===== src/rtl/pixel_stream_gen_pkg.sv =====
// Shared types for the gradient pixel stream generator: colour struct, FSM states,
// frame counter width and the per-pixel gradient colour function.
package pixel_pkg;

    localparam int FRAME_CNT_W = 16;

    typedef struct packed {
        logic [7:0] r;
        logic [7:0] g;
        logic [7:0] b;
    } rgb_t;

    typedef enum logic [1:0] {
        IDLE,
        RUN,
        DRAIN
    } psg_state_e;

    function automatic rgb_t gradient(input logic [7:0] x8, input logic [7:0] y8);
        rgb_t c;
        c.r = x8;
        c.g = y8;
        c.b = x8 ^ y8;
        return c;
    endfunction

endpackage


===== src/rtl/pixel_stream_gen_if.sv =====
// Valid/ready pixel stream carrying one RGB beat with its coordinates and
// start-of-frame / end-of-line flags.
interface pixel_stream_gen_if
    import pixel_pkg::*;
#(
    parameter int COORD_W = 10
);
    logic               out_valid;
    logic               out_ready;
    rgb_t               out_rgb;
    logic [COORD_W-1:0] out_x;
    logic [COORD_W-1:0] out_y;
    logic               out_sof;
    logic               out_eol;

    modport master (
        output out_valid, out_rgb, out_x, out_y, out_sof, out_eol,
        input  out_ready
    );

    modport slave (
        input  out_valid, out_rgb, out_x, out_y, out_sof, out_eol,
        output out_ready
    );
endinterface


===== src/rtl/pixel_stream_gen_counter.sv =====
// Raster x/y counter for an H_RES x V_RES frame; advances one pixel per adv pulse
// and reports first pixel, end of line and end of frame for the current position.
module pixel_coord_counter #(
    parameter int H_RES   = 256,
    parameter int V_RES   = 256,
    parameter int COORD_W = 10
) (
    input  logic               i_clk,
    input  logic               i_rst,
    input  logic               i_clr,
    input  logic               i_adv,
    output logic [COORD_W-1:0] o_x,
    output logic [COORD_W-1:0] o_y,
    output logic               o_first,
    output logic               o_eol,
    output logic               o_last
);
    localparam logic [COORD_W-1:0] X_MAX = COORD_W'(H_RES - 1);
    localparam logic [COORD_W-1:0] Y_MAX = COORD_W'(V_RES - 1);

    logic [COORD_W-1:0] r_x;
    logic [COORD_W-1:0] r_y;

    always_ff @(posedge i_clk) begin
        if (i_rst || i_clr) begin
            r_x <= '0;
            r_y <= '0;
        end else if (i_adv) begin
            if (r_x == X_MAX) begin
                r_x <= '0;
                r_y <= (r_y == Y_MAX) ? '0 : r_y + COORD_W'(1);
            end else begin
                r_x <= r_x + COORD_W'(1);
            end
        end
    end

    assign o_x     = r_x;
    assign o_y     = r_y;
    assign o_first = (r_x == '0) && (r_y == '0);
    assign o_eol   = (r_x == X_MAX);
    assign o_last  = (r_x == X_MAX) && (r_y == Y_MAX);
endmodule


===== src/rtl/pixel_stream_gen.sv =====
// Gradient raster source: streams one registered RGB beat per accepted cycle for a full frame.
// Optional PSG_FRAME_CNT_EN adds a 16-bit completed-frame counter output o_frame_cnt.
module pixel_stream_gen
    import pixel_pkg::*;
#(
    parameter int H_RES   = 256,
    parameter int V_RES   = 256,
    parameter int COORD_W = 10
) (
    input  logic                   i_clk,
    input  logic                   i_rst,
    input  logic                   i_start,
    pixel_stream_gen_if.master     m_out,
    output logic                   o_busy,
    output logic                   o_frame_done
`ifdef PSG_FRAME_CNT_EN
    ,
    output logic [FRAME_CNT_W-1:0] o_frame_cnt
`endif
);
    psg_state_e r_state;
    psg_state_e w_next;

    logic               w_load;
    logic               w_accept;
    logic               w_clr;
    logic [COORD_W-1:0] w_x;
    logic [COORD_W-1:0] w_y;
    logic               w_first;
    logic               w_eol;
    logic               w_last;

    logic               r_valid;
    rgb_t               r_rgb;
    logic [COORD_W-1:0] r_x;
    logic [COORD_W-1:0] r_y;
    logic               r_sof;
    logic               r_eol;
    logic               r_frame_done;

    assign w_load   = (r_state == RUN) && (!r_valid || m_out.out_ready);
    assign w_accept = r_valid && m_out.out_ready;
    assign w_clr    = (r_state == IDLE) && i_start;

    pixel_coord_counter #(
        .H_RES  (H_RES),
        .V_RES  (V_RES),
        .COORD_W(COORD_W)
    ) u_counter (
        .i_clk  (i_clk),
        .i_rst  (i_rst),
        .i_clr  (w_clr),
        .i_adv  (w_load),
        .o_x    (w_x),
        .o_y    (w_y),
        .o_first(w_first),
        .o_eol  (w_eol),
        .o_last (w_last)
    );

    always_ff @(posedge i_clk) begin
        if (i_rst) r_state <= IDLE;
        else       r_state <= w_next;
    end

    // DRAIN waits for the final beat, already loaded, to be taken downstream.
    always_comb begin
        w_next = r_state;
        case (r_state)
            IDLE:    if (i_start)          w_next = RUN;
            RUN:     if (w_load && w_last) w_next = DRAIN;
            DRAIN:   if (w_accept)         w_next = IDLE;
            default:                       w_next = IDLE;
        endcase
    end

    always_ff @(posedge i_clk) begin
        if (i_rst) begin
            r_valid <= 1'b0;
            r_rgb   <= '0;
            r_x     <= '0;
            r_y     <= '0;
            r_sof   <= 1'b0;
            r_eol   <= 1'b0;
        end else if (w_load) begin
            r_valid <= 1'b1;
            r_rgb   <= gradient(w_x[7:0], w_y[7:0]);
            r_x     <= w_x;
            r_y     <= w_y;
            r_sof   <= w_first;
            r_eol   <= w_eol;
        end else if (w_accept) begin
            r_valid <= 1'b0;
        end
    end

    always_ff @(posedge i_clk) begin
        if (i_rst) r_frame_done <= 1'b0;
        else       r_frame_done <= (r_state == DRAIN) && w_accept;
    end

`ifdef PSG_FRAME_CNT_EN
    logic [FRAME_CNT_W-1:0] r_frame_cnt;

    always_ff @(posedge i_clk) begin
        if (i_rst)                            r_frame_cnt <= '0;
        else if ((r_state == DRAIN) && w_accept) r_frame_cnt <= r_frame_cnt + FRAME_CNT_W'(1);
    end

    assign o_frame_cnt = r_frame_cnt;
`endif

    assign m_out.out_valid = r_valid;
    assign m_out.out_rgb   = r_rgb;
    assign m_out.out_x     = r_x;
    assign m_out.out_y     = r_y;
    assign m_out.out_sof   = r_sof;
    assign m_out.out_eol   = r_eol;
    assign o_busy          = (r_state != IDLE);
    assign o_frame_done    = r_frame_done;
endmodule


===== src/flat_wrapper.sv =====
// flat-port wrapper written by rule: the top's interface ports become plain ports
module pixel_stream_gen_flat import pixel_pkg::*;
#(
    parameter int H_RES   = 256,
    parameter int V_RES   = 256,
    parameter int COORD_W = 10
)
  (i_clk, i_rst, i_start, o_busy, o_frame_done, m_out_out_valid, m_out_out_rgb, m_out_out_x, m_out_out_y, m_out_out_sof, m_out_out_eol, m_out_out_ready);
  pixel_stream_gen_if #(.COORD_W(COORD_W)) m_out_i ();
  input  logic i_clk;
  input  logic i_rst;
  input  logic i_start;
  output logic o_busy;
  output logic o_frame_done;
  output wire logic [$bits(m_out_i.out_valid)-1:0] m_out_out_valid;
  output wire logic [$bits(m_out_i.out_rgb)-1:0] m_out_out_rgb;
  output wire logic [$bits(m_out_i.out_x)-1:0] m_out_out_x;
  output wire logic [$bits(m_out_i.out_y)-1:0] m_out_out_y;
  output wire logic [$bits(m_out_i.out_sof)-1:0] m_out_out_sof;
  output wire logic [$bits(m_out_i.out_eol)-1:0] m_out_out_eol;
  input wire logic [$bits(m_out_i.out_ready)-1:0] m_out_out_ready;
  assign m_out_out_valid = m_out_i.out_valid;
  assign m_out_out_rgb = m_out_i.out_rgb;
  assign m_out_out_x = m_out_i.out_x;
  assign m_out_out_y = m_out_i.out_y;
  assign m_out_out_sof = m_out_i.out_sof;
  assign m_out_out_eol = m_out_i.out_eol;
  assign m_out_i.out_ready = m_out_out_ready;
  pixel_stream_gen #(.H_RES(H_RES), .V_RES(V_RES), .COORD_W(COORD_W)) u_core (.i_clk(i_clk), .i_rst(i_rst), .i_start(i_start), .m_out(m_out_i), .o_busy(o_busy), .o_frame_done(o_frame_done));
endmodule

===== config.mk =====
export PLATFORM = sky130hd
export DESIGN_NAME = pixel_stream_gen_flat
export DESIGN_NICKNAME = d
export VERILOG_FILES = /design/src/rtl/pixel_stream_gen_pkg.sv /design/src/rtl/pixel_stream_gen_if.sv /design/src/rtl/pixel_stream_gen_counter.sv /design/src/rtl/pixel_stream_gen.sv /design/src/flat_wrapper.sv
export SDC_FILE = /design/constraint.sdc
export NUM_CORES = 1
export LEC_CHECK = 0
export ABC_CLOCK_PERIOD_IN_PS = 3900
export BUFFER_PORTS_ARGS = -buffer_cell sky130_fd_sc_hd__clkbuf_2
export CORE_UTILIZATION = 45
export CTS_BUF_LIST = sky130_fd_sc_hd__clkbuf_8
export DETAILED_ROUTE_END_ITERATION = 8
export PLACE_DENSITY = 0.79
export SLEW_MARGIN = 20
export SYNTH_ARGS = -nofsm -noshare
export SYNTH_HDL_FRONTEND = slang
export SYNTH_SLANG_ARGS = --single-unit

===== constraint.sdc =====
create_clock -name i_clk -period 3.9 [get_ports i_clk]
set_input_delay 0.78 -clock i_clk [delete_from_list [all_inputs] [get_ports i_clk]]
set_output_delay 0.78 -clock i_clk [all_outputs]
set_load 0.005 [all_outputs]

==> flow_metrics.env, run 1 <==
export IMPL_die_w_um=77.7
export IMPL_vdd_drop_max_v=0.000154
export IMPL_drt_wl_total_um=5560
export IMPL_post_route_cell_area_sq_um=2780
export IMPL_die_h_um=77.7
export IMPL_tns_ps=0
export IMPL_final_nets=341
export IMPL_arrival_ps=2380
export IMPL_core_area_sq_um=5510
export IMPL_ys_seq_area_frac=0.419
export IMPL_p_comb_frac=0.065
export IMPL_async_flop_share=0
export IMPL_hpwl_um=3850
export IMPL_drc_errors=0
export IMPL_criticalPathCategory="register to register"
export IMPL_power_frac_clock=0.349
export IMPL_clock_sinks=54
export IMPL_fmax_ghz=0.470
export IMPL_powerDensity_nw_per_um2=348
export IMPL_fillers=529
export IMPL_setup_ws_ps=1770
export IMPL_finalCriticalPeriod_ps=2130
export IMPL_min_path_type="register to register"
export IMPL_final_util=0.505
export IMPL_clk_path_buf_depth=2
export IMPL_num_vias=2208
export IMPL_synth_area_per_cell_sq_um=8.11
export IMPL_yosysTopAreaCellShare=0.419
export IMPL_crit_fanout=10
export IMPL_drtIter0Drc=176
export IMPL_yosys_warnings=0
export IMPL_ys_ff_latch=54
export IMPL_numCtsBuffers=5
export IMPL_synth_edf_count=0
export IMPL_start_kind="register"
export IMPL_pre_cts_slack_ps=1500
export IMPL_clock_latency_ps=330
export IMPL_wl_per_cell_um=13.7
export IMPL_synth_cell_type_count=43
export IMPL_cp_data_required_time_ps=4160
export IMPL_max_slew_margin_rel=0.398
export IMPL_top_layer_used="met4"
export IMPL_clk_pin_slew_ps=100
export IMPL_hold_violations=0
export IMPL_min_period_over_period=0.545
export IMPL_grt_max_degree=39
export IMPL_path_cells="ha_1 > inv_1 > or4b_1 > or3_1 > a21oi_1"
export IMPL_synth_most_common_cell="dfxtp_1"
export IMPL_rows=27
export IMPL_cts_tree="yes"
export IMPL_gp_congestion=0.941
export IMPL_grt_pass1_wl_um=9470
export IMPL_seqPwrFrac=0.586
export IMPL_postCtsHoldBufs=0
export IMPL_wl_met3_um=417
export IMPL_final_max_slew_viol_count=0
export IMPL_netlist_top_cells_area="dfxtp_1 (42%), nand2_1 (7.7%), a21oi_1 (5.8%)"
export IMPL_area_growth_pct=7.86
export IMPL_place_area_sq_um=2680
export IMPL_track_usage=0.200
export IMPL_wl_met2_um=2510
export IMPL_status="finished clean"
export IMPL_yosys_top_cells_count="dfxtp_1 (54), nand2_1 (53), a21oi_1 (30)"
export IMPL_met1_length_um=2540
export IMPL_worst_slew_pin_slew_ps=897
export IMPL_io_pins=53
export IMPL_switching_power_w=0.000254
export IMPL_power_leakage_nw=0.997
export IMPL_grt_pass1_vias=1973
export IMPL_power_internal_w=0.000715
export IMPL_initial_core_util=0.468
export IMPL_ctsRootBufferMaster="clkbuf_8"
export IMPL_drt_pass1_iter_count=4
export IMPL_finalSetupViolations=0
export IMPL_yosysTopAreaCell="dfxtp_1"
export IMPL_ctsResizeCount=0
export IMPL_synth_cells=318
export IMPL_multi_input_area_sq_um=1210
export IMPL_min_path_cells=2
export IMPL_rr_endpoint="u_core.r_state[1]$_SDFFE_PP0P_"
export IMPL_ant_nets=0
export IMPL_htree_levels=2
export IMPL_layout_drive_gt1_share=0.207
export IMPL_n_antenna_cell=0
export IMPL_portBuffers=52
export IMPL_rr_worst_depth=5
export IMPL_r2r_slack_ps=1770
export IMPL_clock_skew_ps=8.48
export IMPL_hold_path_end="u_core.m_out.out_sof$_SDFFE_PP0P_"
export IMPL_synth_area_sq_um=2580
export IMPL_hp_start="u_core.m_out.out_sof$_SDFFE_PP0P_"
export IMPL_rr_startpoint="u_core.u_counter.o_y[0]$_SDFFE_PP0P_"
export IMPL_synth_flop_cell="dfxtp_1"
export IMPL_drv_cap=0
export IMPL_p_sw_frac=0.262
export IMPL_routed_via_density=5.44
export IMPL_max_stage_delay_ps=710
export IMPL_antenna_found_initial=0
export IMPL_syn_num_nets=326
export IMPL_rsz0062_at_grt="false"
export IMPL_post_cts_setup_buffer_count=0
export IMPL_die_area_sq_um=6040
export IMPL_overflow=0
export IMPL_seqCellArea_sq_um=1080
export IMPL_worst_path_max_delay_cell="or4b_1"
export IMPL_end_kind="register"
## worst max path at each step
stage / startpoint / endpoint / slack (ps) / depth (start not counted)
2_1_floorplan: m_out_out_ready / u_core.u_counter.o_y[7]$_SDFFE_PP0P_ / 1730 / 6
3_3_place_gp: m_out_out_ready / u_core.u_counter.o_x[9]$_SDFFE_PP0P_ / 1500 / 5
3_5_place_dp: m_out_out_ready / u_core.u_counter.o_x[9]$_SDFFE_PP0P_ / 1500 / 5
4_1_cts: u_core.u_counter.o_y[1]$_SDFFE_PP0P_ / u_core.r_state[1]$_SDFFE_PP0P_ / 1800 / 5
5_1_grt: u_core.u_counter.o_x[5]$_SDFFE_PP0P_ / u_core.u_counter.o_x[7]$_SDFFE_PP0P_ / 1550 / 4
6_report: u_core.u_counter.o_y[0]$_SDFFE_PP0P_ / u_core.r_state[1]$_SDFFE_PP0P_ / 1770 / 5
## sequential cells by signal (all words and copies together), names as in the netlist
| signal | count |
|---|---|
| u_core.m_out.out_x | 10 |
| u_core.m_out.out_y | 10 |
| u_core.u_counter.o_x | 10 |
| u_core.u_counter.o_y | 10 |
| u_core.m_out.out_rgb | 8 |
| u_core.r_state | 2 |
| u_core.m_out.out_eol | 1 |
| u_core.m_out.out_sof | 1 |
| u_core.m_out.out_valid | 1 |
| u_core.o_frame_done | 1 |
## placed cells by master (no fill, tap or decap), drive strengths merged, types with 5 or more instances in the layout
master	n
a211oi	8
inv	7
dfxtp	54
nand3	13
nor2	21
o21ai	5
nor4	9
nand4	10
nand2	53
a21oi	30
clkbuf	57
or3	5
xnor2	14
## power by group through the flow
stage                     Combinational [W]  Sequential (W)  Clock [W]
after global placement            0.0000616        0.000581          0
final                             0.0000627        0.000568   0.000338
after detailed placement          0.0000626        0.000581          0
after global routing              0.0000720        0.000570   0.000361
after floorplan                   0.0000450        0.000581          0
after CTS                         0.0000629        0.000568   0.000343
## layout make-up
| class | count | share of cell area |
|---|---|---|
| clock buffers | 5 | 0.0247 |
| well taps | 72 | 0.0324 |
| repair buffers | 54 | 0.0990 |
| flip-flops and latches | 54 | 0.389 |
| multi-input cells | 212 | 0.437 |
| clock inverters | 3 | 0.0103 |
| inverters | 6 | 0.00810 |
## metrics by stage
| stage | power [W] | cells | hold slack [ps] |
|---|---|---|---|
| global placement | 0.000642 | 398 | 448 |
| CTS | 0.000974 | 406 | 462 |
| detailed placement | 0.000644 | 398 | 448 |
| finish | 0.000969 | 406 | 462 |
| global route | 0.00100 | 406 | 501 |
| floorplan | 0.000626 | 318 | 448 |
## kinds of logic (layout without fill, tap and decap cells)
group	after synthesis	count (layout)	share of synthesized area
compound gates	53	53	0.123
fa+ha+maj	4	4	0.0194
buf+inv	52	68	0.111
mux	3	3	0.0116
xor+xnor	15	15	0.0509
simple gates	137	137	0.265
flops	54	54	0.419
## worst max-delay path: cells and delay by family (launching register included)
kind,cells,cell delay (ps)
AO/OA/AOI/OAI,1,120
flip-flops,1,550
adder cells (fa/ha/maj),1,230
AND/OR/NAND/NOR,2,1090
buffers and inverters,1,60
## layer usage
| layer | GRT usage | vias to the layer above |
|---|---|---|
| met1 | 0.265 | 996 |
| met2 | 0.304 | 87 |
| met3 | 0.0388 | 12 |
| met5 | 0 | - |
| met4 | 0.109 | 0 |
| li1 | - | 1113 |
Power figures use the tool's default switching activity.
==> inputs of run 2 (changes only) <==
--- a/config.mk
+++ b/config.mk
@@ -5,7 +5,7 @@
 export SDC_FILE = /design/constraint.sdc
 export NUM_CORES = 1
 export LEC_CHECK = 0
-export ABC_CLOCK_PERIOD_IN_PS = 3900
+export ABC_CLOCK_PERIOD_IN_PS = 2100
 export BUFFER_PORTS_ARGS = -buffer_cell sky130_fd_sc_hd__clkbuf_2
 export CORE_UTILIZATION = 45
 export CTS_BUF_LIST = sky130_fd_sc_hd__clkbuf_8
==> constraint.sdc (replaced) <==
create_clock -name i_clk -period 2.1 [get_ports i_clk]
set_input_delay 0.42 -clock i_clk [delete_from_list [all_inputs] [get_ports i_clk]]
set_output_delay 0.42 -clock i_clk [all_outputs]
set_load 0.005 [all_outputs]
==> run 2 against run 1 <==
  * Global-route usage is 0.84 points higher
  * Die area stayed put
  * Wire length increased by 10%
  * Worst hold slack lost 83 ps
  * Highest routed layer unchanged
  * Final area increased by 8.7%
  * Non-clock buffer count rose by 28
  * First-iteration DRC count increased by 22%
  * Cell count is 6.9% higher
==> flow_metrics.env, run 2 (same netlist as run 1, synthesis figures left out) <==
export IMPL_grt_pass1_vias=2132
export IMPL_layout_cells_non_filler=434
export IMPL_track_usage=0.208
export IMPL_r2r_slack_ps=240
export IMPL_wl_per_cell_um=14.1
export IMPL_vdd_drop_max_v=0.000318
export IMPL_postCtsHoldBufs=0
export IMPL_final_max_slew_viol_count=0
export IMPL_min_path_cells=3
export IMPL_switching_power_w=0.000466
export IMPL_routed_via_density=5.50
export IMPL_clk_path_buf_depth=2
export IMPL_area_growth_pct=17.2
export IMPL_overflow=0
export IMPL_gp_congestion=0.896
export IMPL_layout_commonest_cell="dfxtp_1"
export IMPL_drtIter0Drc=215
export IMPL_clk_pin_slew_ps=100
export IMPL_path_cells="ha_1 > inv_1 > or4b_1 > and3_1 > a32o_1"
export IMPL_max_stage_delay_ps=700
export IMPL_die_w_um=77.7
export IMPL_rsz0062_at_grt="false"
export IMPL_seqPwrFrac=0.547
export IMPL_powerDensity_nw_per_um2=636
export IMPL_hp_start="m_out_out_ready"
export IMPL_htree_levels=2
export IMPL_min_period_over_period=0.884
export IMPL_p_sw_frac=0.242
export IMPL_worst_path_max_delay_cell="or4b_1"
export IMPL_io_pins=53
export IMPL_max_slew_margin_rel=0.581
export IMPL_cp_data_required_time_ps=2310
export IMPL_p_comb_frac=0.075
export IMPL_ctsResizeCount=0
export IMPL_end_kind="register"
export IMPL_hold_violations=0
export IMPL_rr_worst_depth=5
export IMPL_clock_latency_ps=320
export IMPL_min_path_type="input port to register"
export IMPL_drt_pass1_iter_count=5
export IMPL_criticalPathCategory="register to register"
export IMPL_layout_drive_gt1_share=0.268
export IMPL_grt_pass1_wl_um=9930
export IMPL_n_antenna_cell=0
export IMPL_rr_startpoint="u_core.u_counter.o_y[1]$_SDFFE_PP0P_"
export IMPL_worst_slew_pin_slew_ps=627
export IMPL_power_frac_clock=0.378
export IMPL_post_cts_setup_buffer_count=0
export IMPL_numCtsBuffers=5
export IMPL_die_area_sq_um=6040
export IMPL_ant_nets=0
export IMPL_rows=27
export IMPL_tns_ps=0
export IMPL_clock_sinks=54
export IMPL_dp_cells=426
export IMPL_num_vias=2387
export IMPL_clock_skew_ps=9.03
export IMPL_portBuffers=52
export IMPL_finalSetupViolations=0
export IMPL_hpwl_um=4380
export IMPL_fmax_ghz=0.539
export IMPL_antenna_found_initial=0
export IMPL_finalCriticalPeriod_ps=1860
export IMPL_power_leakage_nw=1.15
export IMPL_power_internal_w=0.00146
export IMPL_status="finished clean"
export IMPL_final_nets=369
export IMPL_rr_endpoint="u_core.u_counter.o_y[7]$_SDFFE_PP0P_"
export IMPL_hold_path_end="u_core.o_frame_done$_SDFF_PP0_"
export IMPL_drv_cap=0
export IMPL_drt_wl_total_um=6120
export IMPL_cts_tree="yes"
export IMPL_start_kind="register"
export IMPL_initial_core_util=0.468
export IMPL_final_cell_mix="dfxtp_1 (54), nand2_1 (53), clkbuf_2 (52), a21oi_1 (30), buf_4 (29)"
export IMPL_ctsRootBufferMaster="clkbuf_8"
export IMPL_arrival_ps=2070
export IMPL_crit_fanout=10
export IMPL_die_h_um=77.7
export IMPL_drc_errors=0
export IMPL_grt_max_degree=37
export IMPL_core_area_sq_um=5510
run 2: power groups by stage:
stage	Combinational [W]	Clock, W	Sequential (W)
after floorplan	0.0000835	0	0.00108
after global placement	0.000140	0	0.00108
after detailed placement	0.000143	0	0.00108
after CTS	0.000143	0.000730	0.00105
after global routing	0.000157	0.000768	0.00106
final	0.000144	0.000727	0.00105
run 2: layout make-up:
type	count	area (sq um)
fill	491	2480
multi-input combinational	212	1210
clock inverter	3	47.5
tap	72	90.1
clock buffer	5	68.8
sequential	54	1080
inverter	6	22.5
timing repair buffer	82	498
run 2: critical path, delay by kind of cell (launching register included):
| kind | cells | cell delay, ps |
|---|---|---|
| buffers and inverters | 1 | 70 |
| adders and majority gates | 1 | 170 |
| and+or+nand+nor | 2 | 960 |
| AOI/OAI and AO/OA | 1 | 200 |
| DFF | 1 | 350 |
run 2: stage by stage:
step	utilization	worst slack [ps]	hold slack (ps)	total power (W)	instance area, sq um
2_1_floorplan	-	210	448	0.00116	2580
3_3_place_gp	0.528	257	443	0.00122	2910
3_5_place_dp	0.528	239	447	0.00122	2910
4_1_cts	0.549	265	390	0.00193	3020
5_1_grt	0.549	166	404	0.00198	3020
6_report	0.549	245	379	0.00192	3020
run 2: per-layer routing:
layer | GRT usage | wire (um) | vias to the layer above
li1 | - | - | 1163
met2 | 0.333 | 2800 | 115
met3 | 0.0388 | 415 | 17
met4 | 0.0962 | 167 | 0
met1 | 0.270 | 2740 | 1092
met5 | 0 | 0 | -
run 2: worst max-delay path by stage:
stage                                                    start                                    to  cells after the start
final                     u_core.u_counter.o_y[1]$_SDFFE_PP0P_  u_core.u_counter.o_y[7]$_SDFFE_PP0P_                      5
after global routing      u_core.u_counter.o_y[1]$_SDFFE_PP0P_        u_core.r_state[1]$_SDFFE_PP0P_                      5
after CTS                 u_core.u_counter.o_y[0]$_SDFFE_PP0P_  u_core.u_counter.o_y[7]$_SDFFE_PP0P_                      5
after detailed placement                       m_out_out_ready  u_core.u_counter.o_y[7]$_SDFFE_PP0P_                      5
after global placement                         m_out_out_ready  u_core.u_counter.o_y[7]$_SDFFE_PP0P_                      5
after floorplan           u_core.u_counter.o_x[1]$_SDFFE_PP0P_  u_core.u_counter.o_y[7]$_SDFFE_PP0P_                      6
==> inputs of run 3 (changes only) <==
--- a/config.mk
+++ b/config.mk
@@ -9,8 +9,10 @@
 export BUFFER_PORTS_ARGS = -buffer_cell sky130_fd_sc_hd__clkbuf_2
 export CORE_UTILIZATION = 45
 export CTS_BUF_LIST = sky130_fd_sc_hd__clkbuf_8
+export CTS_CLUSTER_SIZE = 30
 export DETAILED_ROUTE_END_ITERATION = 8
 export PLACE_DENSITY = 0.79
+export REMOVE_ABC_BUFFERS = 1
 export SLEW_MARGIN = 20
 export SYNTH_ARGS = -nofsm -noshare
 export SYNTH_HDL_FRONTEND = slang
==> run 3 against run 2 <==
  * Register-to-register slack lost 50 ps
  * Worst hold slack gained 11 ps
  * Total power is 0.91% lower
  * Global-route usage increased by 0.76 points
  * Utilization shrank 0.18 points
  * Sequential power hardly changed
  * Sequential cell count stayed put
  * Wire length fell by 3.4%
  * Via count fell by 4.6%
  * Highest routed layer unchanged
  * Critical path depth grew 1
  * Final area shrank 0.33%
==> flow_metrics.env, run 3 (same netlist as run 1, synthesis figures left out) <==
export IMPL_status="finished clean"
export IMPL_min_path_type="input port to register"
export IMPL_rr_worst_depth=6
export IMPL_fmax_ghz=0.525
export IMPL_drtIter0Drc=133
export IMPL_start_kind="register"
export IMPL_finalCriticalPeriod_ps=1910
export IMPL_htree_levels=2
export IMPL_worst_slew_pin_slew_ps=552
export IMPL_max_stage_delay_ps=390
export IMPL_criticalPathCategory="register to register"
export IMPL_finalSetupViolations=0
export IMPL_hold_violations=0
export IMPL_ant_nets=0
export IMPL_initial_core_util=0.468
export IMPL_io_pins=53
export IMPL_die_h_um=77.7
export IMPL_top_layer_used="met4"
export IMPL_p_total_w=0.00191
export IMPL_clk_path_buf_depth=2
export IMPL_antenna_found_initial=0
export IMPL_grt_max_degree=27
export IMPL_pre_cts_slack_ps=148
export IMPL_post_cts_setup_buffer_count=0
export IMPL_dp_cells=426
export IMPL_end_kind="register"
export IMPL_worst_path_max_delay_cell="or3_4"
export IMPL_setup_ws_ps=194
export IMPL_met1_length_um=2740
export IMPL_powerDensity_nw_per_um2=633
export IMPL_ctsResizeCount=0
export IMPL_grt_pass1_wl_um=10100
export IMPL_critical_path_top_delay_family="compound AO/OA/AOI/OAI gates"
export IMPL_crit_fanout=10
export IMPL_layout_cells_non_filler=434
export IMPL_rr_endpoint="u_core.u_counter.o_y[7]$_SDFFE_PP0P_"
export IMPL_postCtsHoldBufs=0
export IMPL_cp_num_buf_inv=1
export IMPL_ctsRootBufferMaster="clkbuf_8"
export IMPL_cts_tree="yes"
export IMPL_clock_latency_ps=320
export IMPL_vdd_drop_max_v=0.000327
export IMPL_grt_pass1_vias=2145
export IMPL_die_w_um=77.7
export IMPL_clock_skew_ps=5.43
export IMPL_routed_via_density=5.25
export IMPL_rows=27
export IMPL_max_slew_margin_rel=0.630
export IMPL_layout_drive_gt1_share=0.271
export IMPL_hold_path_end="u_core.o_frame_done$_SDFF_PP0_"
export IMPL_min_period_over_period=0.908
export IMPL_drt_pass1_iter_count=4
export IMPL_drc_errors=0
export IMPL_rr_startpoint="u_core.u_counter.o_x[0]$_SDFFE_PP0P_"
export IMPL_overflow=0
export IMPL_final_max_slew_viol_count=0
export IMPL_wl_met3_um=307
export IMPL_wl_per_cell_um=13.6
export IMPL_area_growth_pct=16.8
export IMPL_gp_congestion=0.965
export IMPL_num_vias=2277
export IMPL_die_area_sq_um=6040
export IMPL_min_path_cells=3
export IMPL_rsz0062_at_grt="false"
export IMPL_r2r_slack_ps=190
export IMPL_power_leakage_nw=1.14
export IMPL_cp_data_required_time_ps=2320
export IMPL_wl_met2_um=2770
export IMPL_final_util=0.547
export IMPL_final_cell_mix="dfxtp_1 (54), nand2_1 (53), clkbuf_2 (52), a21oi_1 (30), buf_4 (30)"
export IMPL_track_usage=0.216
export IMPL_path_cells="ha_1 > nand3_1 > buf_4 > or3_4 > a2111o_1 > a32o_1"
export IMPL_clk_pin_slew_ps=100
export IMPL_final_nets=369
export IMPL_layout_commonest_cell="dfxtp_1"
export IMPL_hp_start="m_out_out_ready"
export IMPL_n_antenna_cell=0
export IMPL_fin_hold_ws_ps=390
export IMPL_clock_sinks=54
export IMPL_core_area_sq_um=5510
export IMPL_numCtsBuffers=5
export IMPL_arrival_ps=2120
export IMPL_drt_wl_total_um=5910
export IMPL_hpwl_um=4340
export IMPL_portBuffers=52
export IMPL_drv_cap=0
[run 3: cell count changes in the layout (fill, tap and decap cells not counted), sizes merged]
cell	delta
inv	-1
clkinv	-1
clkinvlp	+2
[run 3: tightest hold or removal path, cell delays in order]
cell      delay (ps)
clkbuf_2          90
nand2_1           90
nor4b_1           60
[run 3: metal layers]
layer  track usage  up-vias
met3        0.0447        6
met4        0.0868        0
met1         0.271     1040
li1              -     1159
met5             0        -
met2         0.358       72
[run 3: power breakdown]
| part | internal (W) | switching [W] | total [W] |
|---|---|---|---|
| registers | 0.00104 | 0.0000112 | 0.00105 |
| logic | 0.0000547 | 0.0000878 | 0.000142 |
| clock network | 0.000355 | 0.000356 | 0.000711 |
[run 3: cell type report]
class                           count  area (sq um)
Inverter                            6          22.5
Clock inverter                      3          45.0
Tap cell                           72          90.1
Multi-Input combinational cell    212          1220
Sequential cell                    54          1080
Clock buffer                        5          68.8
Fill cell                         532          2490
Timing Repair Buffer               82           485
[run 3: through the flow]
stage	instance area, sq um	setup TNS [ps]
after floorplan	2320	-1660
after global placement	2890	0
after detailed placement	2890	0
after CTS	3010	0
after global routing	3010	0
final	3010	0
[run 3: how the worst max path moves through the flow]
stage,startpoint,end,cells past startpoint
finish,u_core.u_counter.o_x[0]$_SDFFE_PP0P_,u_core.u_counter.o_y[7]$_SDFFE_PP0P_,6
global route,u_core.u_counter.o_y[0]$_SDFFE_PP0P_,u_core.r_state[1]$_SDFFE_PP0P_,5
CTS,u_core.u_counter.o_x[0]$_SDFFE_PP0P_,u_core.u_counter.o_y[0]$_SDFFE_PP0P_,6
detailed placement,m_out_out_ready,u_core.u_counter.o_y[0]$_SDFFE_PP0P_,6
global placement,m_out_out_ready,u_core.u_counter.o_y[7]$_SDFFE_PP0P_,6
floorplan,u_core.r_state[1]$_SDFFE_PP0P_,u_core.u_counter.o_x[0]$_SDFFE_PP0P_,4
